File: config.mk
export PLATFORM = sky130hd
export DESIGN_NAME = sfifo_1r1w_flat
export DESIGN_NICKNAME = d
export VERILOG_FILES = /design/src/rtl/sfifo_1r1w_pkg.sv /design/src/rtl/sfifo_1r1w_if.sv /design/src/rtl/sfifo_1r1w_ram.sv /design/src/rtl/sfifo_1r1w.sv /design/src/flat_wrapper.sv
export SDC_FILE = /design/constraint.sdc
export NUM_CORES = 1
export LEC_CHECK = 0
export CAP_MARGIN = 10
export CELL_PAD_IN_SITES_DETAIL_PLACEMENT = 1
export CELL_PAD_IN_SITES_GLOBAL_PLACEMENT = 1
export CORE_ASPECT_RATIO = 1.5
export CORE_MARGIN = 2
export CORE_UTILIZATION = 49
export DETAILED_ROUTE_END_ITERATION = 12
export PLACE_DENSITY_LB_ADDON = 0.25
export REMOVE_ABC_BUFFERS = 1
export SKIP_LAST_GASP = 1
export SYNTH_ARGS = -nofsm -noshare
export SYNTH_HDL_FRONTEND = slang
export SYNTH_SLANG_ARGS = --single-unit
File: constraint.sdc
create_clock -name clk -period 3.35 [get_ports clk]
set_clock_uncertainty 0.15 [all_clocks]
set_input_delay 0.335 -clock clk [delete_from_list [all_inputs] [get_ports clk]]
set_output_delay 0.335 -clock clk [all_outputs]
set_load 0.01 [all_outputs]
File: src/rtl/sfifo_1r1w_pkg.sv
// Shared definitions for the sfifo_1r1w FIFO: level width and flag threshold helpers.
package sfifo_1r1w_pkg;

    // Width of the level counter: must represent 0..2^aw inclusive.
    function automatic int level_width(input int aw);
        return aw + 1;
    endfunction

    // almost_full threshold; a margin covering the whole FIFO pins the flag high.
    function automatic int af_threshold(input int depth, input int margin);
        return (margin >= depth) ? 0 : depth - margin;
    endfunction

    // almost_empty threshold; clamped so it never exceeds the full level.
    function automatic int ae_threshold(input int depth, input int margin);
        return (margin >= depth) ? depth : margin;
    endfunction

endpackage

File: src/rtl/sfifo_1r1w_if.sv
// Valid/ready stream bundle. The source drives valid/data, the sink drives ready.
interface sfifo_1r1w_if #(
    parameter int DW = 32
);
    logic          valid;
    logic          ready;
    logic [DW-1:0] data;

    // Source side of the stream.
    modport master (
        output valid,
        output data,
        input  ready
    );

    // Sink side of the stream.
    modport slave (
        input  valid,
        input  data,
        output ready
    );
endinterface

File: src/rtl/sfifo_1r1w_ram.sv
// DEPTH x DW simple dual-port storage. The read port is asynchronous; the
// controller captures rdata into its output register, so RAM data never
// reaches the FIFO output port combinationally. The array has no reset.
module sfifo_ram #(
    parameter int DW = 32,
    parameter int AW = 2
) (
    input  logic          clk,
    input  logic          wen,
    input  logic [AW-1:0] wadr,
    input  logic [DW-1:0] wdata,
    input  logic [AW-1:0] radr,
    output logic [DW-1:0] rdata
);
    localparam int DEPTH = 1 << AW;

    logic [DW-1:0] mem [DEPTH];

    // Write port: one word per cycle when enabled.
    always_ff @(posedge clk) begin
        if (wen) begin
            mem[wadr] <= wdata;
        end
    end

    assign rdata = mem[radr];
endmodule

File: src/rtl/sfifo_1r1w.sv
// Single-clock first-word-fall-through FIFO. The head word lives in an output
// register; the RAM holds the words behind it. level counts both, so the RAM
// never holds more than DEPTH-1 words and write/read pointers never collide
// while the RAM is non-empty.
module sfifo_1r1w
    import sfifo_1r1w_pkg::*;
#(
    parameter int DW        = 32,
    parameter int AW        = 2,
    parameter int AF_MARGIN = 1,
    parameter int AE_MARGIN = 1
) (
    input  logic                       clk,
    input  logic                       rst_n,
    input  logic                       flush,
    sfifo_1r1w_if.slave                in_if,
    sfifo_1r1w_if.master               out_if,
    output logic [level_width(AW)-1:0] level,
    output logic                       almost_full,
    output logic                       almost_empty,
    output logic                       ovf_err
);
    localparam int             DEPTH   = 1 << AW;
    localparam int             LW      = level_width(AW);
    localparam logic [LW-1:0]  DEPTH_L = LW'(DEPTH);
    localparam logic [LW-1:0]  ONE_L   = LW'(1);
    localparam logic [LW-1:0]  AF_TH   = LW'(af_threshold(DEPTH, AF_MARGIN));
    localparam logic [LW-1:0]  AE_TH   = LW'(ae_threshold(DEPTH, AE_MARGIN));

    logic [AW-1:0] wr_ptr_reg, wr_ptr_next;
    logic [AW-1:0] rd_ptr_reg, rd_ptr_next;
    logic [LW-1:0] level_reg, level_next;
    logic [DW-1:0] head_reg, head_next;
    logic          ovf_reg, ovf_next;

    logic          in_ready;
    logic          out_valid;
    logic          push;
    logic          pop;
    logic          ram_wen;
    logic [DW-1:0] ram_rdata;

    // Handshake decode: in_ready looks only at registered level and flush,
    // so out_ready has no combinational path to in_ready.
    assign in_ready  = (level_reg < DEPTH_L) & ~flush;
    assign out_valid = (level_reg != '0);
    assign push      = in_if.valid & in_ready;
    assign pop       = out_valid & out_if.ready;

    assign in_if.ready  = in_ready;
    assign out_if.valid = out_valid;
    assign out_if.data  = head_reg;

    assign level        = level_reg;
    assign almost_full  = (level_reg >= AF_TH);
    assign almost_empty = (level_reg <= AE_TH);
    assign ovf_err      = ovf_reg;

    sfifo_ram #(
        .DW (DW),
        .AW (AW)
    ) u_ram (
        .clk   (clk),
        .wen   (ram_wen),
        .wadr  (wr_ptr_reg),
        .wdata (in_if.data),
        .radr  (rd_ptr_reg),
        .rdata (ram_rdata)
    );

    // Next-state: pointer/level bookkeeping, head refill and overflow flag.
    always_comb begin
        wr_ptr_next = wr_ptr_reg;
        rd_ptr_next = rd_ptr_reg;
        level_next  = level_reg;
        head_next   = head_reg;
        ovf_next    = ovf_reg;
        ram_wen     = 1'b0;

        if (flush) begin
            // Flush wins over any pop; push is already blocked by in_ready.
            wr_ptr_next = '0;
            rd_ptr_next = '0;
            level_next  = '0;
            head_next   = '0;
            ovf_next    = 1'b0;
        end else begin
            if (push && pop) begin
                if (level_reg == ONE_L) begin
                    // RAM is empty: the incoming word becomes the head directly.
                    head_next = in_if.data;
                end else begin
                    head_next   = ram_rdata;
                    rd_ptr_next = rd_ptr_reg + 1'b1;
                    ram_wen     = 1'b1;
                    wr_ptr_next = wr_ptr_reg + 1'b1;
                end
            end else if (push) begin
                if (level_reg == '0) begin
                    // Empty FIFO: bypass the RAM for one-cycle latency.
                    head_next = in_if.data;
                end else begin
                    ram_wen     = 1'b1;
                    wr_ptr_next = wr_ptr_reg + 1'b1;
                end
                level_next = level_reg + ONE_L;
            end else if (pop) begin
                if (level_reg > ONE_L) begin
                    // Refill the head from the oldest RAM word on the same edge.
                    head_next   = ram_rdata;
                    rd_ptr_next = rd_ptr_reg + 1'b1;
                end
                level_next = level_reg - ONE_L;
            end

            if (in_if.valid && !in_ready && (level_reg == DEPTH_L)) begin
                ovf_next = 1'b1;
            end
        end
    end

    // State registers with asynchronous active-low reset.
    always_ff @(posedge clk or negedge rst_n) begin
        if (!rst_n) begin
            wr_ptr_reg <= '0;
            rd_ptr_reg <= '0;
            level_reg  <= '0;
            head_reg   <= '0;
            ovf_reg    <= 1'b0;
        end else begin
            wr_ptr_reg <= wr_ptr_next;
            rd_ptr_reg <= rd_ptr_next;
            level_reg  <= level_next;
            head_reg   <= head_next;
            ovf_reg    <= ovf_next;
        end
    end
endmodule

File: src/flat_wrapper.sv
// flat-port wrapper written by rule: the top's interface ports become plain ports
module sfifo_1r1w_flat import sfifo_1r1w_pkg::*;
#(
    parameter int DW        = 32,
    parameter int AW        = 2,
    parameter int AF_MARGIN = 1,
    parameter int AE_MARGIN = 1
)
  (clk, rst_n, flush, level, almost_full, almost_empty, ovf_err, in_if_valid, in_if_data, in_if_ready, out_if_valid, out_if_data, out_if_ready);
  sfifo_1r1w_if #(.DW(DW)) in_if_i ();
  sfifo_1r1w_if #(.DW(DW)) out_if_i ();
  input  logic clk;
  input  logic rst_n;
  input  logic flush;
  output logic [level_width(AW)-1:0] level;
  output logic almost_full;
  output logic almost_empty;
  output logic ovf_err;
  input wire logic [$bits(in_if_i.valid)-1:0] in_if_valid;
  input wire logic [$bits(in_if_i.data)-1:0] in_if_data;
  output wire logic [$bits(in_if_i.ready)-1:0] in_if_ready;
  output wire logic [$bits(out_if_i.valid)-1:0] out_if_valid;
  output wire logic [$bits(out_if_i.data)-1:0] out_if_data;
  input wire logic [$bits(out_if_i.ready)-1:0] out_if_ready;
  assign in_if_i.valid = in_if_valid;
  assign in_if_i.data = in_if_data;
  assign in_if_ready = in_if_i.ready;
  assign out_if_valid = out_if_i.valid;
  assign out_if_data = out_if_i.data;
  assign out_if_i.ready = out_if_ready;
  sfifo_1r1w #(.DW(DW), .AW(AW), .AF_MARGIN(AF_MARGIN), .AE_MARGIN(AE_MARGIN)) u_core (.clk(clk), .rst_n(rst_n), .flush(flush), .in_if(in_if_i), .out_if(out_if_i), .level(level), .almost_full(almost_full), .almost_empty(almost_empty), .ovf_err(ovf_err));
endmodule
==> results.md, run 1 <==
- Status: finished clean
- Setup crit end kind: register
- Die W: 102 um
- Total core area: 14000 um2
- Root Buffer: clkbuf_16
- Final hold violations: 0
- Pwr Density: 765 nW/um2
- Fill cells: 1207
- Port Buffers: 76
- Min-Delay Path Class: reg -> reg
- Final core occ: 61.7%
- Yosys reg bits: 168
- Initial antenna violation count: 0
- Cell with the most instances after synthesis: edfxtp_1
- Power Total: 6.61 mW
- Final setup viols: 0
- Worst setup path end: u_core.out_if.data[19]
- Setup CP Type: reg -> reg
- Cell area after synthesis: 7030 um2
- Layout area overhead: 22.8%
- Initial DRC Count: 263
- GRT Util Overall: 22.4%
- Fin cells: 642
- Insertion delay to the later sink of the worst-skew pair: 0.43 ns
- CTS sink cnt: 168
- Fin crit share: 83.8%
- Slew Viols, Final: 0
- DR vias: 3624
- Initial core utilization: 50.2%
- Crit path from: u_core.level[1]
- Clk buf depth: 2
- Final Instance Area: 8630 um2
- Clock slew at reported path FFs: 0.06 ns
- Nets: 483
- Synth top area share: 54.7%
- Worst reg2reg startpoint: u_core.level[1]
- Max Cap Viol: 0
- Flip-flop count of the largest register after layout: 128
- Synth top cells by count: edfxtp_1 (128), dfrtp_1 (40), a22o_1 (32)
- Std cell rows: 53
- Ys Warns: 0
- First-pass GRT wire length: 24600 um
- Count of cell types in the netlist: 41
- Die height: 151 um
- Worst r2r path cells: 7
- Largest net degree at the start of global routing: 41
- Worst EP required: 3.55 ns
- CTS tree: built
- Mapped Avg Cell Area: 20.2 um2
- Actual slew at the worst max-slew pin: 1.03 ns
- Mapped Cells: 348
- # DRC: 0
- Vias in the first global route: 4070
- Register area share after synthesis: 68.9%
- Max Freq: 356 MHz
- Area after DPL: 7960 um2
- Minimum clock period: 2.81 ns
- Post-CTS resize count: 0
- First drt pass iteration count: 4
- GR Overflow Total: 0
- Antenna viol nets, final: 0
- Ports: 77
- Wire length per cell: 24.6 um
- TNS Setup: 0 ns
- Die area: 15300 um2
- Reg2Reg Capture Point: u_core.out_if.data[19]
- Worst Setup Slack, final: 0.543 ns
- Arrival time worst endpoint: 3.00 ns
- Area leader, netlist: edfxtp_1
- Peak supply drop: 0.000412 V
- Post-synth top flop: edfxtp_1
- Slew HR: 31.1%
- R2r setup slk: 0.54 ns
- CTS H-tree depth: 4
- Drt via density: 5.64
- RSZ-0062 raised after global routing: no
- CTS Buf Count: 17
- Top post-synthesis cells by area: edfxtp_1 (55%), dfrtp_1 (14%), mux4_2 (8.7%), mux2_4 (5.8%), a22o_1 (4.0%)
- Fin Hold WS: 0.354 ns
- DP Cell Count: 609
- Dpl hpwl: 9630 um
- LEAKAGE: 3.08 nW
- Layout cells sized above 1: 25.8%
- Gpl congestion: 0.780
- DRT Wirelength: 15800 um
- EDFF count, synth: 128
- Setup Slack @ Placement: 0.464 ns
- Critical path startpoint category: register
- Diode count: 0
- CP Max Fanout: 18
- FFs w/ async S/R, synth: 23.8%
-- layout by cell type, fill, tap and decap left out, types with 2 or more instances in the layout --
master	netlist	final
nor2_1	7	7
mux2_2	5	5
mux4_2	27	27
clkinv_4	0	4
inv_1	6	6
o211ai_1	2	2
xnor2_1	2	2
edfxtp_1	128	128
clkdlybuf4s50_1	0	75
o31ai_1	2	2
a31oi_1	2	2
a21oi_1	4	4
mux4_1	5	5
clkbuf_8	0	2
clkbuf_16	0	17
or3_1	2	2
dfrtp_2	0	2
bufinv_16	0	5
buf_12	3	3
ha_1	9	9
o21ai_0	3	3
buf_4	3	9
a22o_1	32	32
mux2_4	27	27
and2_2	0	4
nand2_1	4	4
dfrtp_1	40	38
nand3b_1	2	2
clkbuf_1	0	2
-- how the worst min path moves through the flow --
stage | from | endpoint | slack [ns] | cells after the start
floorplan | rst_n | u_core.level[0] | -0.11 | 0
global route | u_core.out_if.data[21] | u_core.out_if.data[21] | 0.36 | 1
detailed placement | u_core.out_if.data[21] | u_core.out_if.data[21] | 0.34 | 1
finish | u_core.out_if.data[21] | u_core.out_if.data[21] | 0.35 | 1
CTS | u_core.out_if.data[21] | u_core.out_if.data[21] | 0.36 | 1
global placement | u_core.out_if.data[10] | u_core.out_if.data[10] | 0.34 | 1
-- report_power, final --
part	switching (mW)	internal [mW]	leakage, nW	total (mW)
Combinational	0.747	0.993	1.08	1.74
Sequential	0.206	2.50	1.68	2.71
Clock	0.794	1.37	0.315	2.16
Total	1.75	4.86	3.08	6.61
-- logic make-up (layout without fill, tap and decap cells) --
logic type | count (synthesis) | after routing | share of synthesized area (%)
DFF | 168 | 168 | 68.9
adders and majority gates | 10 | 10 | 1.75
AOI/OAI and AO/OA | 51 | 51 | 6.13
muxes | 65 | 65 | 17.2
xor gates and xnor gates | 2 | 2 | 0.249
and+or+nand+nor | 27 | 27 | 2.49
buffers and inverters | 25 | 127 | 3.21
-- final cells by class --
cell class	count	area [um2]	area share (%)
flip-flops and latches	168	4850	56.2
multi-input cells	155	1970	22.8
repair buffers	89	893	10.4
clock buffers	21	460	5.33
well taps	192	240	2.78
clock inverters	11	196	2.28
inverters	6	22.5	0.261
-- metal layers --
| metal | up-vias | track usage, % | share of wire (%) |
|---|---|---|---|
| li1 | 1588 | - | - |
| met1 | 1938 | 27.9 | 40 |
| met2 | 75 | 38.8 | 55 |
| met3 | 23 | 4.69 | 2.9 |
| met4 | 0 | 7.16 | 1.7 |
| met5 | - | 0 | 0 |
-- worst max-delay path, stage by stage, from the launching register on --
cell	delay (ns)
dfrtp_1	0.44
inv_1	0.15
ha_1	0.34
o21ba_2	0.24
o211ai_1	0.28
and3_2	0.54
buf_4	0.37
a22o_1	0.22
-- what timing repair did --
action | CTS | global route
hold buffers | 1 | 0
endpoints found under the hold margin | 40 | 0
buffers inserted | 0 | 0
(Power assumes the default switching activity.)
==> run 2, diff against run 1 <==
- CORE_UTILIZATION: 49 -> 44
- clock period: 3.35 -> 2.56 ns (I/O delays scaled with it)
==> run 2 against run 1 <==
  * Clock power rose by 12%
  * Highest routed layer unchanged
  * Largest cell class unchanged
  * Final cell count is 3.3% higher
  * Die area rose by 11%
  * Count of clock-buffer cells in the layout is the same
  * Routed wire length shrank 0.77%
  * Largest power group unchanged
  * Sequential share of layout area decreased by 0.61 points
  * Critical endpoint is now out_if_valid
  * Non-clock buffer count increased by 10
  * Critical path type is now reg -> out
  * Critical path depth down 3
  * Core utilization fell by 5.8 points
  * Combinational power rose by 41%
==> results.md, run 2 (synthesis gave the netlist of run 1 again) <==
- Min-Delay Path Class: in -> async (was reg -> reg)
- Critical path startpoint category: register (unchanged)
- Reg2Reg Capture Point: u_core.out_if.data[20] (was u_core.out_if.data[19])
- Actual slew at the worst max-slew pin: 0.877 ns (was 1.03 ns)
- Std cell rows: 56 (was 53)
- Minimum clock period: 2.43 ns
- Final setup viols: 0 (unchanged)
- Setup Slack @ Placement: 0.131 ns (was 0.464 ns)
- CTS H-tree depth: 4 (unchanged)
- Power Total: 8.35 mW (was 6.61 mW)
- Diode count: 0 (unchanged)
- Largest net degree at the start of global routing: 36 (was 41)
- Setup crit end kind: output pin (was register)
- Root Buffer: clkbuf_16 (unchanged)
- First drt pass iteration count: 4 (unchanged)
- Top sig layer: met4 (unchanged)
- # DRC: 0 (unchanged)
- Final Instance Area: 8730 um2 (was 8630 um2)
- Gpl congestion: 0.809 (was 0.780)
- Total core area: 15600 um2 (was 14000 um2)
- Peak supply drop: 0.000551 V (was 0.000412 V)
- Layout area overhead: 24.2% (was 22.8%)
- Slew HR: 41.5% (was 31.1%)
- Ports: 77 (unchanged)
- Initial DRC Count: 181 (was 263)
- Antenna viol nets, final: 0 (unchanged)
- Arrival time worst endpoint: 2.02 ns (was 3.00 ns)
- DR vias: 3681 (was 3624)
- Status: finished clean (unchanged)
- Routed wl met2: 8720 um (about the same)
- DR WL met3: 481 um (was 465 um)
- Initial core utilization: 45.0% (was 50.2%)
- M1 WL: 6270 um (was 6320 um)
- Dpl hpwl: 9960 um (was 9630 um)
- Crit path from: u_core.level[1] (unchanged)
- R2r setup slk: 0.14 ns (was 0.54 ns)
- First-pass GRT wire length: 24400 um (was 24600 um)
- Gate power share: 29.3% (was 26.3%)
- CP Max Fanout: 5 (was 18)
- Worst r2r path cells: 7 (unchanged)
- Pwr Density: 957 nW/um2 (was 765 nW/um2)
- Fin crit share: 95.0%
- Fin Hold WS: 0.275 ns (was 0.354 ns)
- CTS Buf Count: 17 (unchanged)
- Wire length per cell: 23.6 um (was 24.6 um)
- Fill cells: 1402 (was 1207)
- Most frequent cells in the layout: edfxtp_1 (128), clkdlybuf4s50_1 (75), dfrtp_1 (38) (unchanged)
- Area after DPL: 8150 um2 (was 7960 um2)
- LEAKAGE: 3.09 nW (was 3.08 nW)
- Clock slew at reported path FFs: 0.06 ns (about the same)
- GR Overflow Total: 0 (unchanged)
- Flip-flop count of the largest register after layout: 128 (unchanged)
- Commonest non-fill, non-tap cell in the layout: edfxtp_1 (unchanged)
- CTS tree: built (unchanged)
- Insertion delay to the later sink of the worst-skew pair: 0.42 ns (was 0.43 ns)
- Int Pwr: 6.00 mW (was 4.86 mW)
- Setup CP Type: reg -> out (was reg -> reg)
- Clk buf depth: 2 (unchanged)
- GRT Util Overall: 19.6% (was 22.4%)
- Port Buffers: 76 (unchanged)
- RSZ-0062 raised after global routing: no (unchanged)
- Die height: 159 um (was 151 um)
- Worst reg2reg startpoint: u_core.level[1] (unchanged)
- Nets: 493 (was 483)
- DRT Wirelength: 15700 um (was 15800 um)
- Worst Setup Slack, final: 0.129 ns (was 0.543 ns)
- Flop pwr share: 41.7% (was 41.0%)
- Drt via density: 5.55 (was 5.64)
- Max Freq: 411 MHz
- Slew Viols, Final: 0 (unchanged)
- Post-CTS resize count: 0 (unchanged)
- Setup Fix Bufs, Post-CTS: 0 (unchanged)
- Final hold violations: 0 (unchanged)
- Max Cap Viol: 0 (unchanged)
- Die area: 17000 um2 (was 15300 um2)
- Worst EP required: 2.15 ns (was 3.55 ns)
- Die W: 107 um (was 102 um)
- Vias in the first global route: 4182 (was 4070)
- Switching share of total power: 28.2% (was 26.4%)
- Clock Power Share: 29.1% (was 32.7%)
- Initial antenna violation count: 0 (unchanged)
- Reported net switching power: 2.36 mW (was 1.75 mW)
- Layout cells sized above 1: 27.6% (was 25.8%)
- CTS sink cnt: 168 (unchanged)
[run 2: cell count changes in the layout (fill, tap and decap cells not counted), sizes merged]
cell      change
buf          +10
bufinv        -5
clkinvlp      +5
clkinv        -2
inv           +2
[run 2: through the flow]
step                      cells  utilization, %  setup TNS, ns
after floorplan             329               -         -30.51
after global placement      630            52.2              0
after detailed placement    630            52.2              0
after CTS                   663            55.8              0
after global routing        663            55.8              0
final                       663            55.8              0
[run 2: worst max-delay path, cell delays in order, from the launching register on]
cell and delay (ns):
dfrtp_1 0.38, inv_1 0.12, ha_1 0.40, nand2b_1 0.19, clkdlybuf4s50_1 0.52
[run 2: area by class of cell]
cell class | count | area, um2 | area share [%]
repair buffers | 99 | 1070 | 12.2
clock inverters | 11 | 91.3 | 1.05
multi-input cells | 155 | 1970 | 22.6
flip-flops and latches | 168 | 4850 | 55.5
clock buffers | 21 | 472 | 5.41
well taps | 203 | 254 | 2.91
inverters | 6 | 22.5 | 0.258
[run 2: worst max-delay path by stage]
stage | cells past startpoint | to
after CTS | 4 | out_if_valid
after global placement | 5 | u_core.u_ram.mem[3][7]
after detailed placement | 7 | u_core.out_if.data[20]
after floorplan | 6 | u_core.out_if.data[26]
final | 4 | out_if_valid
after global routing | 4 | out_if_valid
[run 2: repair_timing]
item	4_1_cts	5_1_grt
hold endpoints to repair	26	0
hold buffers	1	0
setup endpoints to repair	0	0
[run 2: power groups by stage]
stage                     sequential (mW)  combinational (mW)  clock [mW]
after floorplan                      3.66                1.18           0
after global placement               3.51                2.39           0
after detailed placement             3.53                2.47           0
after CTS                            3.49                2.49        2.47
after global routing                 3.52                2.62        2.58
final                                3.48                2.45        2.43
[run 2: per-layer routing]
metal | vias up | GRT usage [%]
met4 | 0 | 5.79
met5 | - | 0
met3 | 13 | 4.23
met2 | 77 | 34.7
met1 | 1980 | 23.6
li1 | 1611 | -
